$ cat src/rtl/databus_row_capture.sv
// Row capture: assembles four databus words into one row, NROWS rows per frame.
// Latency: row_valid rises one cycle after the write that fills the last empty slot.
// Backpressure: bus_ready drops while a row is presented; it returns the cycle after row_ack.
module databus_row_capture #(
   parameter int DW    = 4,
   parameter int NROWS = 4
) (
   input  logic            clk,
   input  logic            rst,
   input  logic [DW-1:0]   bus_in,
   input  logic            bus_valid,
   input  logic [1:0]      dest_sel,
   output logic            bus_ready,
   output logic [4*DW-1:0] row_out,
   output logic            row_valid,
   input  logic            row_ack,
   output logic [1:0]      row_idx,
   output logic [3:0]      slot_mask,
   output logic            frame_done
);

   typedef enum logic {FILL, FULL} state_t;

   state_t     state;
   logic [3:0] mask_next;
   logic [1:0] last_idx;

   assign last_idx = 2'(NROWS - 1);

   // Slot mask as it would look after writing dest_sel this cycle
   always_comb mask_next = slot_mask | (4'b0001 << dest_sel);

   // Fill/present FSM; every output is a register so nothing combinational reaches a port
   always_ff @(posedge clk) begin
      if (rst) begin
         state      <= FILL;
         row_out    <= '0;
         slot_mask  <= '0;
         row_idx    <= '0;
         row_valid  <= 1'b0;
         bus_ready  <= 1'b1;
         frame_done <= 1'b0;
      end else begin
         frame_done <= 1'b0;
         case (state)
            FILL: begin
               // A rewritten slot just takes the newer word; the mask bit is already set
               if (bus_valid) begin
                  row_out[int'(dest_sel)*DW +: DW] <= bus_in;
                  slot_mask <= mask_next;
                  if (mask_next == 4'b1111) begin
                     state     <= FULL;
                     row_valid <= 1'b1;
                     bus_ready <= 1'b0;
                  end
               end
            end
            FULL: begin
               // Slot contents survive the acknowledge; only new writes replace them
               if (row_ack) begin
                  state     <= FILL;
                  row_valid <= 1'b0;
                  bus_ready <= 1'b1;
                  slot_mask <= '0;
                  if (row_idx == last_idx) begin
                     row_idx    <= '0;
                     frame_done <= 1'b1;
                  end else begin
                     row_idx <= row_idx + 2'd1;
                  end
               end
            end
            default: state <= FILL;
         endcase
      end
   end

endmodule

$ cat config.mk
export PLATFORM = sky130hd
export DESIGN_NAME = databus_row_capture
export DESIGN_NICKNAME = d
export VERILOG_FILES = /design/src/rtl/databus_row_capture.sv
export SDC_FILE = /design/constraint.sdc
export NUM_CORES = 1
export LEC_CHECK = 0
export ABC_AREA = 0
export CORE_MARGIN = 2
export CORE_UTILIZATION = 49
export DETAILED_ROUTE_END_ITERATION = 8
export PLACE_DENSITY = 0.9
export SYNTH_ARGS = -nofsm -noshare
export SYNTH_HDL_FRONTEND = slang
export SYNTH_SLANG_ARGS = --single-unit
$ cat constraint.sdc
create_clock -name clk -period 3.6 [get_ports clk]
set_clock_uncertainty 0.2 [all_clocks]
set_input_delay 0.72 -clock clk [delete_from_list [all_inputs] [get_ports clk]]
set_output_delay 0.72 -clock clk [all_outputs]
set_load 0.03 [all_outputs]
==> impl_metrics.toml <==
[outcome]
status = "finished clean"

[placed_design]
dp_cells = 183
place_hpwl_um = 1930
port_buffers = 34
gp_routability_congestion = 0.846

[clock_tree]
htree_levels = 1
post_cts_resize_count = 0
ctsRootBufferMaster = "clkbuf_4"
clkTransAtPathRegs_ns = 0.13
numCtsBuffers = 3
clk_latency_ns = 0.31
clock-sinks = 26
ctsHoldBuffers = 0
clockBufferDepth = 2
cts_setup_buffers = 0
tritoncts = "done"

[layout]
seq_area_um2 = 520
drive_gt1_frac = 0.0443
nets = 178
multiInputGateArea_um2 = 591
fill_cells = 186
insertedDiodeCount = 0
fin_cells = 186
syn_to_final_growth_pct = 32.1

[global_route]
first_global_vias = 1019
antenna_found_initial = 0
gr-total-overflow = 0
grt_use_total = 0.219
grt_max_degree = 31
grt_pass1_wl_um = 4480

[yosys]
ys_ff_latch = 26
synth_area_leader_cell = "dfxtp_1"
yosysUniqueCellTypes = 25
synth_nets = 144
syn_inst = 126
ys_seq_area_frac = 0.448
yosysTopAreaCellShare = 0.448
syn_area_um2 = 1160
syn_area_per_cell_um2 = 9.23
ys_top_cells_by_area = "dfxtp_1 (45%), ha_1 (8.6%), a21oi_1 (6.5%)"
yosys_warnings = 0

[worst_setup_path]
cp-end-kind = "flip-flop"
r2r_cells = 3
worstPathMaxFanout = 7
arrival_ns = 2.53
cp.required_ns = 3.63
worstReg2RegEnd = "bus_ready"
criticalPathCategory = "input port to flip-flop"
r2r-start = "state"
crit_path_start_kind = "input port"
regToRegSetupSlack_ns = 2.02

[sta]
slew-limit-headroom = 0.360
finalSetupViolations = 0
max_slew.worst_pin.slew_ns = 0.957
setup_tns_ns = 0
finalCritPeriodShare = 0.696
finalCriticalPeriod_ns = 2.51
fmax_ghz = 0.399
rsz0062_at_grt = "false"
maxSlewViolCount = 0
finalHoldViolCount = 0

[power]
p_leak_nw = 0.572
peakVddDrop_mv = 0.260
total_power_mw = 0.493
powerDensity_nw_per_um2 = 321

[floorplan]
floorplan.die_area_um2 = 2780
ios = 35
core_area_um2 = 2230
rows = 17
die_w_um = 52.7
start_util = 0.520
die_h_um = 52.7

[drt]
postRouteAntennaNets = 0
routedWlPerCell_um = 13.8
wl_um = 2570
drc = 0
via_per_inst = 5.58
via_count = 1037
first_pass_iters = 4
drt_iter0_markers = 22

[worst_hold_path]
worstHoldStart = "row_out[15]"
min_path_type = "flip-flop to flip-flop"
hold_depth = 2
whs_endpoint = "row_out[15]"

[job]
maxCapViolations = 0
==> final cells by class <==
| cell class | count | share of cell area |
|---|---|---|
| inverter | 7 | 0.0171 |
| timing repair buffer | 34 | 0.222 |
| sequential | 26 | 0.339 |
| tap | 28 | 0.0228 |
| clock buffer | 3 | 0.0147 |
| multi-input combinational | 88 | 0.385 |
==> layout by cell type (no fill, tap or decap), types with 7 or more instances in the layout <==
cell type / n
a21oi_1: 15
clkdlybuf4s50_1: 34
dfxtp_1: 26
ha_1: 8
inv_1: 7
nand2_1: 12
nand3_1: 10
nor2_1: 11
==> critical path, stage by stage <==
cell and delay, ns:
clkdlybuf4s50_1 0.59, inv_1 0.15, ha_1 0.37, nor4b_2 0.40, nand3_1 0.13, a21oi_1 0.16
==> cells by family after synthesis <==
kind of cell,synth area share
mux,0.00861
compound gates,0.179
fa+ha+maj,0.0861
buf+inv,0.0441
flops,0.448
simple gates,0.235
==> power breakdown <==
part,internal [mW],switching [mW]
sequential,0.293,0.00502
clock,0.0390,0.0772
combinational,0.0344,0.0440
total,0.367,0.126
==> registers in the layout, summed over array words and instances (netlist names) <==
name / count
row_out: 16
slot_mask: 4
state: 1
bus_ready: 1
frame_done: 1
row_idx: 2
row_valid: 1
==> how the worst max path moves through the flow <==
stage / start / to / cells past startpoint
4_1_cts: dest_sel[0] / row_out[13] / 6
2_1_floorplan: dest_sel[0] / row_out[14] / 5
3_5_place_dp: dest_sel[0] / row_out[12] / 6
3_3_place_gp: dest_sel[0] / row_out[13] / 6
5_1_grt: dest_sel[0] / row_out[14] / 6
6_report: dest_sel[0] / row_out[13] / 6
==> cells in the mapped netlist <==
master,n
and4bb_2,2
ha_1,8
mux2i_1,1
buf_2,2
inv_1,7
nor4b_2,1
nor3b_1,1
and3b_2,1
buf_4,1
o22a_1,2
nand2_1,12
dfxtp_1,26
nand3b_1,3
a2bb2oi_1,4
o32ai_1,4
nand2b_1,4
and2b_1,1
and3b_1,2
a221o_1,1
nand4_1,1
nor2_1,11
a32oi_1,4
nand3_1,10
a21oi_1,15
clkbuf_1,2
==> stage by stage <==
stage	hold slack, ns	utilization	area [µm²]	worst slack [ns]
2_1_floorplan	0.379	-	1160	1.62
3_3_place_gp	0.243	0.677	1510	0.894
3_5_place_dp	0.250	0.677	1510	0.789
4_1_cts	0.268	0.687	1540	1.11
5_1_grt	0.278	0.687	1540	0.982
6_report	0.267	0.687	1540	1.09
==> layer usage <==
layer / vias to the layer above / track usage / share of wire
li1: 515 / - / -
met5: - / 0 / 0
met3: 10 / 0.0429 / 0.055
met2: 32 / 0.325 / 0.47
met1: 480 / 0.288 / 0.44
met4: 0 / 0.137 / 0.037
Note: power is estimated with default switching activity, not from simulation.
==> edit 1, RTL diff (config.mk and constraints unchanged) <==
Make the reset (`rst`) asynchronous in one clocked block.
--- a/src/rtl/databus_row_capture.sv
+++ b/src/rtl/databus_row_capture.sv
@@ -31,7 +31,7 @@
    always_comb mask_next = slot_mask | (4'b0001 << dest_sel);
 
    // Fill/present FSM; every output is a register so nothing combinational reaches a port
-   always_ff @(posedge clk) begin
+   always_ff @(posedge clk or posedge rst) begin
       if (rst) begin
          state      <= FILL;
          row_out    <= '0;
Function: differs if rst is asserted again (counterexample within 4 cycles, from zero or initial values and one cycle with rst high); with rst held inactive, the same outputs for 10 cycles.
==> edit 1 against the original RTL <==
Wire length decreased by 3.0%. Largest cell class is now sequential cells. Sequential cell count unchanged. Area after synthesis increased by 0.43%. Synthesized cell count decreased by 19%. Final area increased by 2.5%. Count of clock-buffer cells in the layout increased by 1. Worst setup slack got worse by 0.29 ns. Highest routed layer unchanged.
Power is not compared: it rests on default switching activity, and its combinational part moved more than twofold at a synthesized area within 25%.
==> edit 1: results (changes against the original RTL) <==
[layout]
buffer_area_share_pct=21.6  ; was 22.2%
nFlopsAndLatches=26  ; unchanged
final_nets=158  ; was 178
sh_seq_area_pct=41.4  ; was 33.9%
fillCellCount=161  ; was 186
areaGrowthSynthToFinish_pct=34.8  ; was 32.1%
clkbuf_count=4  ; was 3
num-multi-input-gates=71  ; was 88
drive_gt1_share_pct=7.19  ; was 4.43%
multi_input_area_share_pct=31.5  ; was 38.5%

[worst_setup_path]
crit_fanout=8  ; was 7

[synth]
yosys-mux-area-fraction_pct=0.965  ; was 0.861%
ys_top_cells_by_count=dfrtp_1, nand2_1, a22o_1, o21ai_0, ha_1  ; was dfxtp_1, a21oi_1, nand2_1
synth_compound_area_share_pct=15.2  ; was 17.9%
yosysSeqAreaShare_pct=55.8  ; was 44.8%
async_reset_ff_share_pct=100  ; was 0%
yosys.cell_types.count=24  ; was 25
avgSynthCellArea_um2=11.4  ; was 9.23 um^2
yosys-top-cells-area=dfrtp_1, ha_1, a22o_1  ; was dfxtp_1, ha_1, a21oi_1
syn_nets=120  ; was 144
synth_area_mm2=0.00117  ; was 0.00116 mm^2
synth_fa_ha_area_share_pct=8.57  ; was 8.61%

[routing]
drtIter0Drc=20  ; was 22
wl_per_cell_um=14.9  ; was 13.8 um
num_vias=903  ; was 1037

[grt]
grt_max_degree=27  ; was 31
grt_use_total_pct=20.6  ; was 21.9%

[place]
hpwl_mm=1.85  ; was 1.93 mm
placed_area_mm2=0.00154  ; was 0.00151 mm^2
place.gp.congestion=0.756  ; was 0.846
preCtsSetupSlack_ns=0.457  ; was 0.789 ns

[outcome]
outcome=complete, no violations  ; unchanged

[timing]
relSlewSlack_pct=35.9  ; was 36.0%

edit 1: cell count changes in the layout (fill, tap and decap cells not counted), moves of 6 or more:
cell | before | now
dfxtp_1 | 26 | 0
dfrtp_1 | 0 | 25
a21oi_1 | 15 | 5
nand3_1 | 10 | 0
a22o_1 | 0 | 9
o21ai_0 | 0 | 9
nor2_1 | 11 | 3
nand2_1 | 12 | 18
edit 1: final timing paths:
| path | start | end | slack, ns | cells after the start |
|---|---|---|---|---|
| max | dest_sel[0] | row_out[14] | 0.80 | 6 |
| max reg2reg | state | row_out[8] | 1.92 | 3 |
| min reg2reg | row_valid | row_valid | 0.30 | 1 |
| max in group asynchronous | rst | row_out[6] | 1.92 | 2 |
| min | row_valid | row_valid | 0.30 | 1 |
| min in group asynchronous | rst | frame_done | 0.70 | 2 |
edit 1: routing by layer:
layer	up-vias	GRT usage [%]	wire, um
li1	432	-	-
met1	436	25.7	1110
met2	31	35.4	1200
met3	4	3.14	143
met4	0	8.12	32
met5	-	0	0
==> edit 2, RTL diff (same settings) <==
Without the edit above. Set the parameter `DW` to 5 (it was 4).
--- a/src/rtl/databus_row_capture.sv
+++ b/src/rtl/databus_row_capture.sv
@@ -2,7 +2,7 @@
 // Latency: row_valid rises one cycle after the write that fills the last empty slot.
 // Backpressure: bus_ready drops while a row is presented; it returns the cycle after row_ack.
 module databus_row_capture #(
-   parameter int DW    = 4,
+   parameter int DW    = 5,
    parameter int NROWS = 4
 ) (
    input  logic            clk,
Ports: changed (resized bus_in and row_out); port bits go from 35 to 40. No check against the original RTL was run, so the function may have changed too.
==> edit 2 against the original RTL <==
Critical path type unchanged. Largest power group unchanged. Power rose by 38%. Critical endpoint is now row_out[19]. Sequential share of layout area rose by 0.63 points. Final area rose by 13%. Largest cell class unchanged. Worst setup slack got worse by 0.062 ns. Sequential cell count rose by 4. Non-clock buffer count rose by 6. Area after synthesis rose by 7.1%. Wire length rose by 18%. Synthesized cell count fell by 5.6%.
==> edit 2: results (changes against the original RTL) <==
[timing]
fin_crit_ns=2.57  ; was 2.51 ns
timing.hold.ws_ns=0.260  ; was 0.267 ns
worst_slew_pin_slew_ns=0.483  ; was 0.957 ns

[worst_setup_path]
cp-endpoint=row_out[19]  ; was row_out[13]
worstPathRequired_ns=3.68  ; was 3.63 ns
slowest_delay_ns=0.62  ; was 0.59 ns
slowest_stage=clkdlybuf4s50_1  ; unchanged
r2r_setup_slack_ns=1.95  ; was 2.02 ns
crit_fanout=9  ; was 7
crit_family=buffers and inverters  ; unchanged

[layout]
regArea_um2=601  ; was 520 um^2
buffer_area_share_pct=22.9  ; was 22.2%
drive_gt1_share_pct=8.59  ; was 4.43%
nNonClkBuffers=40  ; was 34
num-multi-input-gates=81  ; was 88
inv_count=4  ; was 7
final_util_pct=71.5  ; was 68.7%
largest_registers=row_out: 20 flops, slot_mask: 4 flops, row_idx: 2 flops  ; was row_out: 16 flops, slot_mask: 4 flops, row_idx: 2 flops
multi_input_area_share_pct=35.0  ; was 38.5%
clkbuf_count=8  ; was 3
fillCellCount=184  ; was 186
final_nets=180  ; was 178
final-clk-cell-share_pct=4.53  ; was 1.47%

[outcome]
outcome=complete, no violations  ; unchanged

[floorplanning]
row_count=18  ; was 17

[clocking]
cts_num_sinks=30  ; was 26
cts_buffers=5  ; was 3
clock_latency_ns=0.33  ; was 0.31 ns
cts_max_level=2  ; was 1
cts.clk_slew.worst_paths_ns=0.09  ; was 0.13 ns

[synth]
yosys-top-cells-area=dfxtp_1, ha_1, a22o_1  ; was dfxtp_1, ha_1, a21oi_1
yosysSeqAreaShare_pct=48.2  ; was 44.8%
yosys.cell_types.count=29  ; was 25
avgSynthCellArea_um2=10.5  ; was 9.23 um^2
ys_top_cells_by_count=dfxtp_1, a21oi_1, a22o_1, nand2_1, nand3_1  ; was dfxtp_1, a21oi_1, nand2_1
syn_nets=137  ; was 144

[place]
preCtsSetupSlack_ns=0.683  ; was 0.789 ns
io_buffers=39  ; was 34
place.gp.congestion=0.842  ; was 0.846
placed_area_mm2=0.00166  ; was 0.00151 mm^2
hpwl_mm=2.33  ; was 1.93 mm

[grt]
antenna_found_initial=0  ; unchanged
grt_use_met1_pct=28.3  ; was 28.8%
grt.met2_usage_pct=36.7  ; was 32.5%
grt_pass1_wl_mm=4.77  ; was 4.48 mm
grt_use_met3_pct=5.46  ; was 4.29%
grt_use_total_pct=23.2  ; was 21.9%
grt_max_degree=14  ; was 31
grt_pass1_vias=994  ; was 1019

[pwr]
p_leak_nw=0.681  ; was 0.572 nW
vdd_drop_max_v=0.000256  ; was 0.000260 V
swShare_pct=25.3  ; was 25.6%
internal_power_mw=0.508  ; was 0.367 mW
pg_clk_mw=0.248  ; was 0.116 mW
p_seq_share_pct=50.6  ; was 60.5%

[hold_path]
worstHoldStart=row_out[4]  ; was row_out[15]
whs_endpoint=row_out[4]  ; was row_out[15]

[routing]
routed_wl_mm=3.04  ; was 2.57 mm
drtIter0Drc=27  ; was 22

edit 2: cell count changes after synthesis, moves of 2 or more:
| cell | change |
|---|---|
| a22o_1 | +9 |
| a32o_1 | +5 |
| nor2_1 | -5 |
| a32oi_1 | -4 |
| dfxtp_1 | +4 |
| o32ai_1 | -4 |
| a21oi_1 | -3 |
| inv_1 | -3 |
| nand2_1 | -3 |
| nand2b_1 | -3 |
| and4bb_2 | -2 |
| clkbuf_1 | -2 |
| o31ai_1 | +2 |
edit 2: logic make-up after synthesis:
kind of cell | share of synthesized area (%)
adders and majority gates | 7.03
AOI/OAI and AO/OA | 21.3
muxes | 0.804
buffers and inverters | 2.81
and+or+nand+nor | 19.8
DFF | 48.2
edit 2: metal layers:
metal	vias up	part of all wire (%)
met5	-	0
met4	0	3.0
met3	9	5.8
met2	43	49
met1	504	42
li1	532	-
